File: src/rtl/cdc_pkg.sv
// Shared helpers for gray-pointer clock-domain crossing: gray decode,
// multi-bit-step detection and legal synchroniser depth range.
package cdc_pkg;

  localparam int SYNC_MIN   = 2;
  localparam int SYNC_MAX   = 4;
  localparam int GRAY_MAX_W = 32;

  // Decodes the low w bits of g; bits at and above w come back as zero.
  function automatic logic [GRAY_MAX_W-1:0] gray2bin(input logic [GRAY_MAX_W-1:0] g,
                                                     input int w);
    logic [GRAY_MAX_W-1:0] b;
    b = '0;
    for (int i = GRAY_MAX_W-1; i >= 0; i--) begin
      if (i == w-1)    b[i] = g[i];
      else if (i < w-1) b[i] = b[i+1] ^ g[i];
    end
    return b;
  endfunction

  // True when more than one bit is set: clearing the lowest set bit leaves something.
  function automatic logic popcount_gt1(input logic [GRAY_MAX_W-1:0] x);
    return (x & (x - 1'b1)) != '0;
  endfunction

endpackage

File: src/rtl/sync_ff_chain.sv
// Bare synchroniser flop chain; kept in its own module so CDC constraints
// (ASYNC_REG etc.) can be attached to this hierarchy alone.
module sync_ff_chain #(
  parameter int WIDTH  = 5,
  parameter int STAGES = 2
) (
  input  logic             wclk,
  input  logic             wrst,
  input  logic [WIDTH-1:0] din,
  output logic [WIDTH-1:0] dout
);

  logic [STAGES-1:0][WIDTH-1:0] stage_d, stage_q;

  always_comb begin
    stage_d    = stage_q;
    stage_d[0] = din;
    for (int i = 1; i < STAGES; i++) stage_d[i] = stage_q[i-1];
  end

  always_ff @(posedge wclk) begin
    if (wrst) stage_q <= '0;
    else      stage_q <= stage_d;
  end

  assign dout = stage_q[STAGES-1];

endmodule

File: src/rtl/sync_ptr_cdc.sv
// Gray pointer synchroniser with registered binary decode, fill-valid flag,
// change pulse and illegal-step monitoring (sticky flag + saturating count).
module sync_ptr_cdc
  import cdc_pkg::*;
#(
  parameter int ADDRSIZE    = 4,
  parameter int SYNC_STAGES = 2,
  parameter int ERR_CNT_W   = 8
) (
  input  logic                 wclk,
  input  logic                 wrst,
  input  logic [ADDRSIZE:0]    ptr_gray_in,
  input  logic                 err_clr,
  output logic [ADDRSIZE:0]    q_gray,
  output logic [ADDRSIZE:0]    q_bin,
  output logic                 q_valid,
  output logic                 ptr_changed,
  output logic                 gray_err,
  output logic [ERR_CNT_W-1:0] err_count
);

  localparam int W        = ADDRSIZE + 1;
  localparam int FILL_MAX = SYNC_STAGES + 1;

  if (SYNC_STAGES < SYNC_MIN || SYNC_STAGES > SYNC_MAX) begin : g_bad_stages
    $error("sync_ptr_cdc: SYNC_STAGES must be in 2..4");
  end

  sync_ff_chain #(.WIDTH(W), .STAGES(SYNC_STAGES)) u_chain (
    .wclk (wclk),
    .wrst (wrst),
    .din  (ptr_gray_in),
    .dout (q_gray)
  );

  logic [W-1:0]         q_bin_d, q_bin_q;
  logic [W-1:0]         prev_gray_d, prev_gray_q;
  logic [2:0]           fill_d, fill_q;
  logic                 ptr_changed_d, ptr_changed_q;
  logic                 gray_err_d, gray_err_q;
  logic [ERR_CNT_W-1:0] err_count_d, err_count_q;
  logic                 valid_d;
  logic                 illegal;

  assign q_valid = (fill_q == 3'(FILL_MAX));

  always_comb begin
    fill_d        = q_valid ? fill_q : fill_q + 3'd1;
    valid_d       = (fill_d == 3'(FILL_MAX));
    q_bin_d       = W'(gray2bin(GRAY_MAX_W'(q_gray), W));
    prev_gray_d   = q_gray;
    ptr_changed_d = valid_d && (q_gray != prev_gray_q);
    illegal       = q_valid && popcount_gt1(GRAY_MAX_W'(q_gray ^ prev_gray_q));
    gray_err_d    = gray_err_q;
    err_count_d   = err_count_q;
    // A fresh error outranks a simultaneous clear: the clear wipes history,
    // the new event is then counted as the first one.
    if (illegal) begin
      gray_err_d = 1'b1;
      if (err_clr)         err_count_d = ERR_CNT_W'(1);
      else if (!(&err_count_q)) err_count_d = err_count_q + 1'b1;
    end else if (err_clr) begin
      gray_err_d  = 1'b0;
      err_count_d = '0;
    end
  end

  always_ff @(posedge wclk) begin
    if (wrst) begin
      q_bin_q       <= '0;
      prev_gray_q   <= '0;
      fill_q        <= '0;
      ptr_changed_q <= 1'b0;
      gray_err_q    <= 1'b0;
      err_count_q   <= '0;
    end else begin
      q_bin_q       <= q_bin_d;
      prev_gray_q   <= prev_gray_d;
      fill_q        <= fill_d;
      ptr_changed_q <= ptr_changed_d;
      gray_err_q    <= gray_err_d;
      err_count_q   <= err_count_d;
    end
  end

  assign q_bin       = q_bin_q;
  assign ptr_changed = ptr_changed_q;
  assign gray_err    = gray_err_q;
  assign err_count   = err_count_q;

endmodule
File: config.mk
export PLATFORM = sky130hd
export DESIGN_NAME = sync_ptr_cdc
export DESIGN_NICKNAME = d
export VERILOG_FILES = /design/src/rtl/cdc_pkg.sv /design/src/rtl/sync_ff_chain.sv /design/src/rtl/sync_ptr_cdc.sv
export SDC_FILE = /design/constraint.sdc
export NUM_CORES = 1
export LEC_CHECK = 0
export CAP_MARGIN = 20
export CORE_MARGIN = 2
export CORE_UTILIZATION = 40
export DETAILED_ROUTE_END_ITERATION = 16
export PLACE_DENSITY = 0.71
export SYNTH_ARGS = -nofsm -noshare
export SYNTH_HDL_FRONTEND = slang
export SYNTH_SLANG_ARGS = --single-unit
File: constraint.sdc
create_clock -name wclk -period 2.4 [get_ports wclk]
set_clock_uncertainty 0.2 [all_clocks]
set_input_delay 0.48 -clock wclk [delete_from_list [all_inputs] [get_ports wclk]]
set_output_delay 0.48 -clock wclk [all_outputs]
set_load 0.005 [all_outputs]
# ---- After elaboration in Yosys (flattened, before gate mapping)
# Index checks and enable logic that the tools add are counted.
dict set report word_totals {
  reg_bits 33
  in_bits 8
  elab_cells 34
}
dict set report op_classes {
  addsub 3
  n_eq_ne 4
  muxes 7
  bitwise 6
  reduce_logical 6
}
# operator n
set op_table {}
lappend op_table {{bitwise AND 5 x 32 -> 32 bit} 1}
lappend op_table {{two-way mux 8 bit} 4}
lappend op_table {{nonzero test 32 bit} 1}
lappend op_table {{adder 8 x 1 -> 8 bit (second input constant)} 1}
lappend op_table {{AND reduction 8 bit} 1}
lappend op_table {{equality test 3 x 2 -> 1 bit (second input constant)} 2}
lappend op_table {{subtractor 5 x 1 -> 6 bit (second input constant)} 1}
lappend op_table {{inequality test 5 bit} 1}
lappend op_table {{bitwise XOR 5 bit} 1}
lappend op_table {{bitwise XOR 1 bit} 4}
lappend op_table {{adder 3 x 1 -> 3 bit (second input constant)} 1}
lappend op_table {{two-way mux 3 bit} 1}
lappend op_table {{logical AND 1 bit} 2}
lappend op_table {{two-way mux 1 bit} 2}
lappend op_table {{inequality test 2 bit (second input constant)} 1}
lappend op_table {{AND reduction 2 bit} 1}
lappend op_table {{nonzero test 2 bit} 1}

# ---- Longest topological paths before layout
dict set report logic_depth {
  ltp_word 7
  ltp_mapped 7
}

# ---- By module
# A second synthesis with hierarchy kept.
dict set report unflattened {
  hier_cells 129
  hier_area_um2 1286.2
}
# module instances cells_each area_each_um2 seq_area_each_um2
set modules_own_cells {}
lappend modules_own_cells {sync_ptr_cdc 1 109 1023.5 440.4}
lappend modules_own_cells {sync_ff_chain 1 20 262.8 200.2}

# ---- Least setup slack after synthesis
# OpenSTA, ideal clock, no wires.
dict set report synth_timing {
  path_kind {register to register}
  start {reg fill_q[0]}
  end {reg err_count_q[7], in the netlist err_count[7]}
  setup_ns 0.070
  t_arrival_ns 1.557
  t_required_ns 2.130
  path_slack_ns 0.573
  path_stages_with_launch 8
  n_path_buf 2
  synth_period_minus_slack_ns 1.827
  path_cell_list {dfxtp_1 ha_1 nor2b_1 buf_2 o211ai_2 buf_6 or3_1 a21oi_1}
}
dict set report synth_between {
  elab_chain_cells 4
}
# element line
set synth_rtl {}
lappend synth_rtl {{start, declared} sync_ptr_cdc.sv:38} ;# logic [2:0] fill_d, fill_q;
lappend synth_rtl {{start signal, assigned} sync_ptr_cdc.sv:79} ;# fill_q <= fill_d;
lappend synth_rtl {{equality test 3 x 2 -> 1 bit (*)} sync_ptr_cdc.sv:45} ;# assign q_valid = (fill_q == 3'(FILL_MAX));
lappend synth_rtl {{via q_valid} sync_ptr_cdc.sv:16} ;# output logic q_valid,
lappend synth_rtl {{logical AND 1 bit (*)} sync_ptr_cdc.sv:53} ;# illegal = q_valid && popcount_gt1(GRAY_MAX_W'(q_gray ^ prev_gray_q));
lappend synth_rtl {{nonzero test 2 bit (no source line)} --}
lappend synth_rtl {{AND reduction 2 bit (no source line)} --}
lappend synth_rtl {{end signal, assigned} sync_ptr_cdc.sv:82} ;# err_count_q <= err_count_d;
lappend synth_rtl {{end, declared} sync_ptr_cdc.sv:41} ;# logic [ERR_CNT_W-1:0] err_count_d, err_count_q;
# The timed path passes the listed nets; every way through them passes the cells marked *.
# A chain may end at the register's enable or synchronous reset.

# ---- Final worst setup path
dict set report layout_timing {
  start {reg fill_q[0]}
  end {out q_valid}
}
dict set report layout_between {
  elab_chain_cells 1
}
# element line
set layout_rtl {}
lappend layout_rtl {{equality test 3 x 2 -> 1 bit} sync_ptr_cdc.sv:45}
lappend layout_rtl {{end, declared} sync_ptr_cdc.sv:16}
# Every way passes these cells.

==> metrics <==
status complete, no violations; Final setup violation count 0; critical path class register to output pin; FF+latch area roughly 640 sq um; main combinational cell family by area after synthesis simple AND/OR/NAND/NOR gates; DR WL/cell around 11 um; Rel. slew slack 0.684; Synth warnings 0; Power Density 658 nW/um^2; die area ~3700 sq um; worst flop-to-flop path endpoint err_count[4]; CTS clk-pin slew, worst paths approximately 0.10 ns; Adder-Cell Fraction of Synth Area 0.0195; WP data required roughly 1.7 ns; Sink Count 32; Post-CTS Setup Bufs 0; syn_nets 143; routed vias between 1k and 1.5k; FMAX around 0.44 GHz; Hold Crit Depth 1; post-synthesis xor/xnor area fraction 0.0820; Die X 60.6 um; endpoints failing hold 0; min Tclk post-route approximately 2.3 ns; Syn Area/Cell 9.64 sq um; Initial DRT Pass Iterations 4; worst-margin pin slew 0.472 ns; CTS H-Tree Depth 2; CP Capture Type output pin; max-cap violations 0; Final ANT Viol Nets 0; Yosys top cell by area dfxtp_1; reg2reg start fill_q[0]; static leakage around 0.65 nW; final RePlAce weighted congestion between 0.8 and 0.9; Hold Path Sink u_chain.dout[4]; vias per std cell ~4.9; worst hold start u_chain.stage_d[9]; Detailed Route WL between 2000 and 2500 um; first-iteration detailed-routing DRC count 67; die height 60.6 um; vias in the first global route just under 1k; Root Buffer clkbuf_4; Layout area overhead 31.1%; # DRC 0; Initial Utilization 0.420; TNS Setup 0 ns; Max clock buf depth 2; RSZ-0062 raised after global routing no; multi-input logic area between 600 and 700 sq um; global-route wire length before repair roughly 4000 um; register bit count reported by yosys 32; Synth Area in Compound Gates 0.142; worst skew pair latency 0.33 ns; post-synth top area share 0.500; crit path max fanout 4; type of element launching the critical path register; TritonCTS clock tree built; grt total ovfl 0; largest vdd supply drop ~0.00043 V; CP arrival 1.61 ns; site row count 20; Mapped Area between 1000 and 1500 sq um; worst-case reg-to-reg path depth 6; fin util 0.551; final net count 174; dpl hpwl between 1500 and 2000 um; core area ~3100 sq um; peak per-stage delay on the critical path a little over 0.5 ns; Top Ports 29; Inserted Diodes 0; Final Max Slew Viols 0; CP max-delay cell clkdlybuf4s50_1; post-synthesis mux area share 0.00780; simple-gate share of the synthesized area 0.216; synth unique cells 35; post-synthesis cell count ~130; total track usage 0.149; cts bufs inserted 5; largest net degree at the start of global routing 15; fin crit share 0.956; r2r setup slk 0.44 ns; CP cell instances ha_1 > nor2b_2 > clkdlybuf4s50_1; sequential area share after synthesis 0.500; initial antenna violation count 0; fillcell total between 200 and 300; top post-synthesis cells by area dfxtp_1, nor2b_1, xor2_1; Hold WC Path Type register to register; layout cell share with drive strength beyond 1 0.115; PortBufs 28
[layout by cell type, fill, tap and decap left out, drive strengths merged, types with 2 or more instances in the layout]
cell and count:
clkbuf 5, nand2 7, or3 3, nor3 2, o211ai 2, dfxtp 32
nand4 2, nand3 4, a21oi 11, buf 3, o21ai 5, or2 2
clkdlybuf4s50 28, xnor2 3, nor2b 17, ha 2, nor2 11, xor2 9
[what timing repair did]
| item | 4_1_cts | 5_1_grt |
|---|---|---|
| hold buffers | 0 | 0 |
| resized for setup | 1 | 1 |
| endpoints found under the setup margin | 1 | 1 |
| endpoints found under the hold margin | 0 | 0 |
[stage by stage]
step / cell area (sq um) / setup slack (ns) / hold slack, ns / instances / total power [mW]
after floorplan: 1280 / 0.573 / 0.214 / 133 / 0.659
after global placement: 1600 / 0.457 / 0.217 / 201 / 0.711
after detailed placement: 1600 / 0.365 / 0.226 / 201 / 0.718
after CTS: 1680 / 0.0556 / 0.251 / 209 / 1.12
after global routing: 1680 / 0.0281 / 0.262 / 209 / 1.16
final: 1680 / 0.106 / 0.246 / 209 / 1.11
[worst max-delay path by stage]
stage | startpoint | to | slack [ns] | cells past startpoint
global route | fill_q[0] | q_valid | 0.03 | 3
global placement | fill_q[0] | q_valid | 0.46 | 3
floorplan | fill_q[0] | err_count[7] | 0.57 | 7
detailed placement | fill_q[0] | err_count[4] | 0.37 | 6
finish | fill_q[0] | q_valid | 0.11 | 3
CTS | fill_q[0] | q_valid | 0.06 | 3
[cells by family after synthesis]
group           after synthesis
xor+xnor                     12
buf+inv                       7
fa+ha+maj                     2
compound gates               27
flops                        32
simple gates                 52
mux                           1
[where the power goes]
part / total, mW / internal (mW) / switching, mW
clock: 0.402 / 0.217 / 0.185
combinational: 0.131 / 0.0748 / 0.0561
sequential: 0.574 / 0.558 / 0.0160
[worst max-delay path, delay by kind of cell (launching register included)]
kind,cells,cell delay [ns]
and+or+nand+nor,1,0.18
buffers and inverters,1,0.51
adders and majority gates,1,0.22
DFF,1,0.37
[synthesized netlist by cell type]
cell      count
o41ai_1       1
o211ai_1      1
a2111o_2      1
nor3b_1       1
buf_4         2
clkbuf_1      2
mux2i_1       1
buf_2         1
a21oi_1      11
nor2_1       11
a311oi_1      1
or3_1         3
nand2b_1      1
buf_6         1
xnor2_1       3
nand4_1       2
nand3_1       4
buf_1         1
o31ai_1       1
or2_2         2
nor4_1        1
ha_1          2
xor2_1        9
a211o_1       1
nand2_1       7
nor3_1        2
a31oi_1       1
a21boi_2      1
o211ai_2      1
o211a_1       1
and4_1        1
nor2b_1      17
dfxtp_1      32
a31o_2        1
o21ai_0       5
[layer usage]
metal / share of wire / track usage
met5: 0 / 0
met4: 0.0064 / 0.0776
met3: 0.060 / 0.0597
met2: 0.49 / 0.243
met1: 0.44 / 0.167
[registers in the layout, summed over array words and instances, names as in the netlist]
name and cells:
u_chain.stage_d 5, u_chain.dout 5, err_count 8, gray_err 1
ptr_changed 1, prev_gray_q 4, q_bin 5, fill_q 3
[area by class of cell]
class | instances | area share
tap | 44 | 0.0327
clock inverter | 3 | 0.0253
sequential | 32 | 0.382
multi-input combinational | 94 | 0.358
clock buffer | 5 | 0.0223
timing repair buffer | 31 | 0.180
Power figures use the tool's default switching activity.
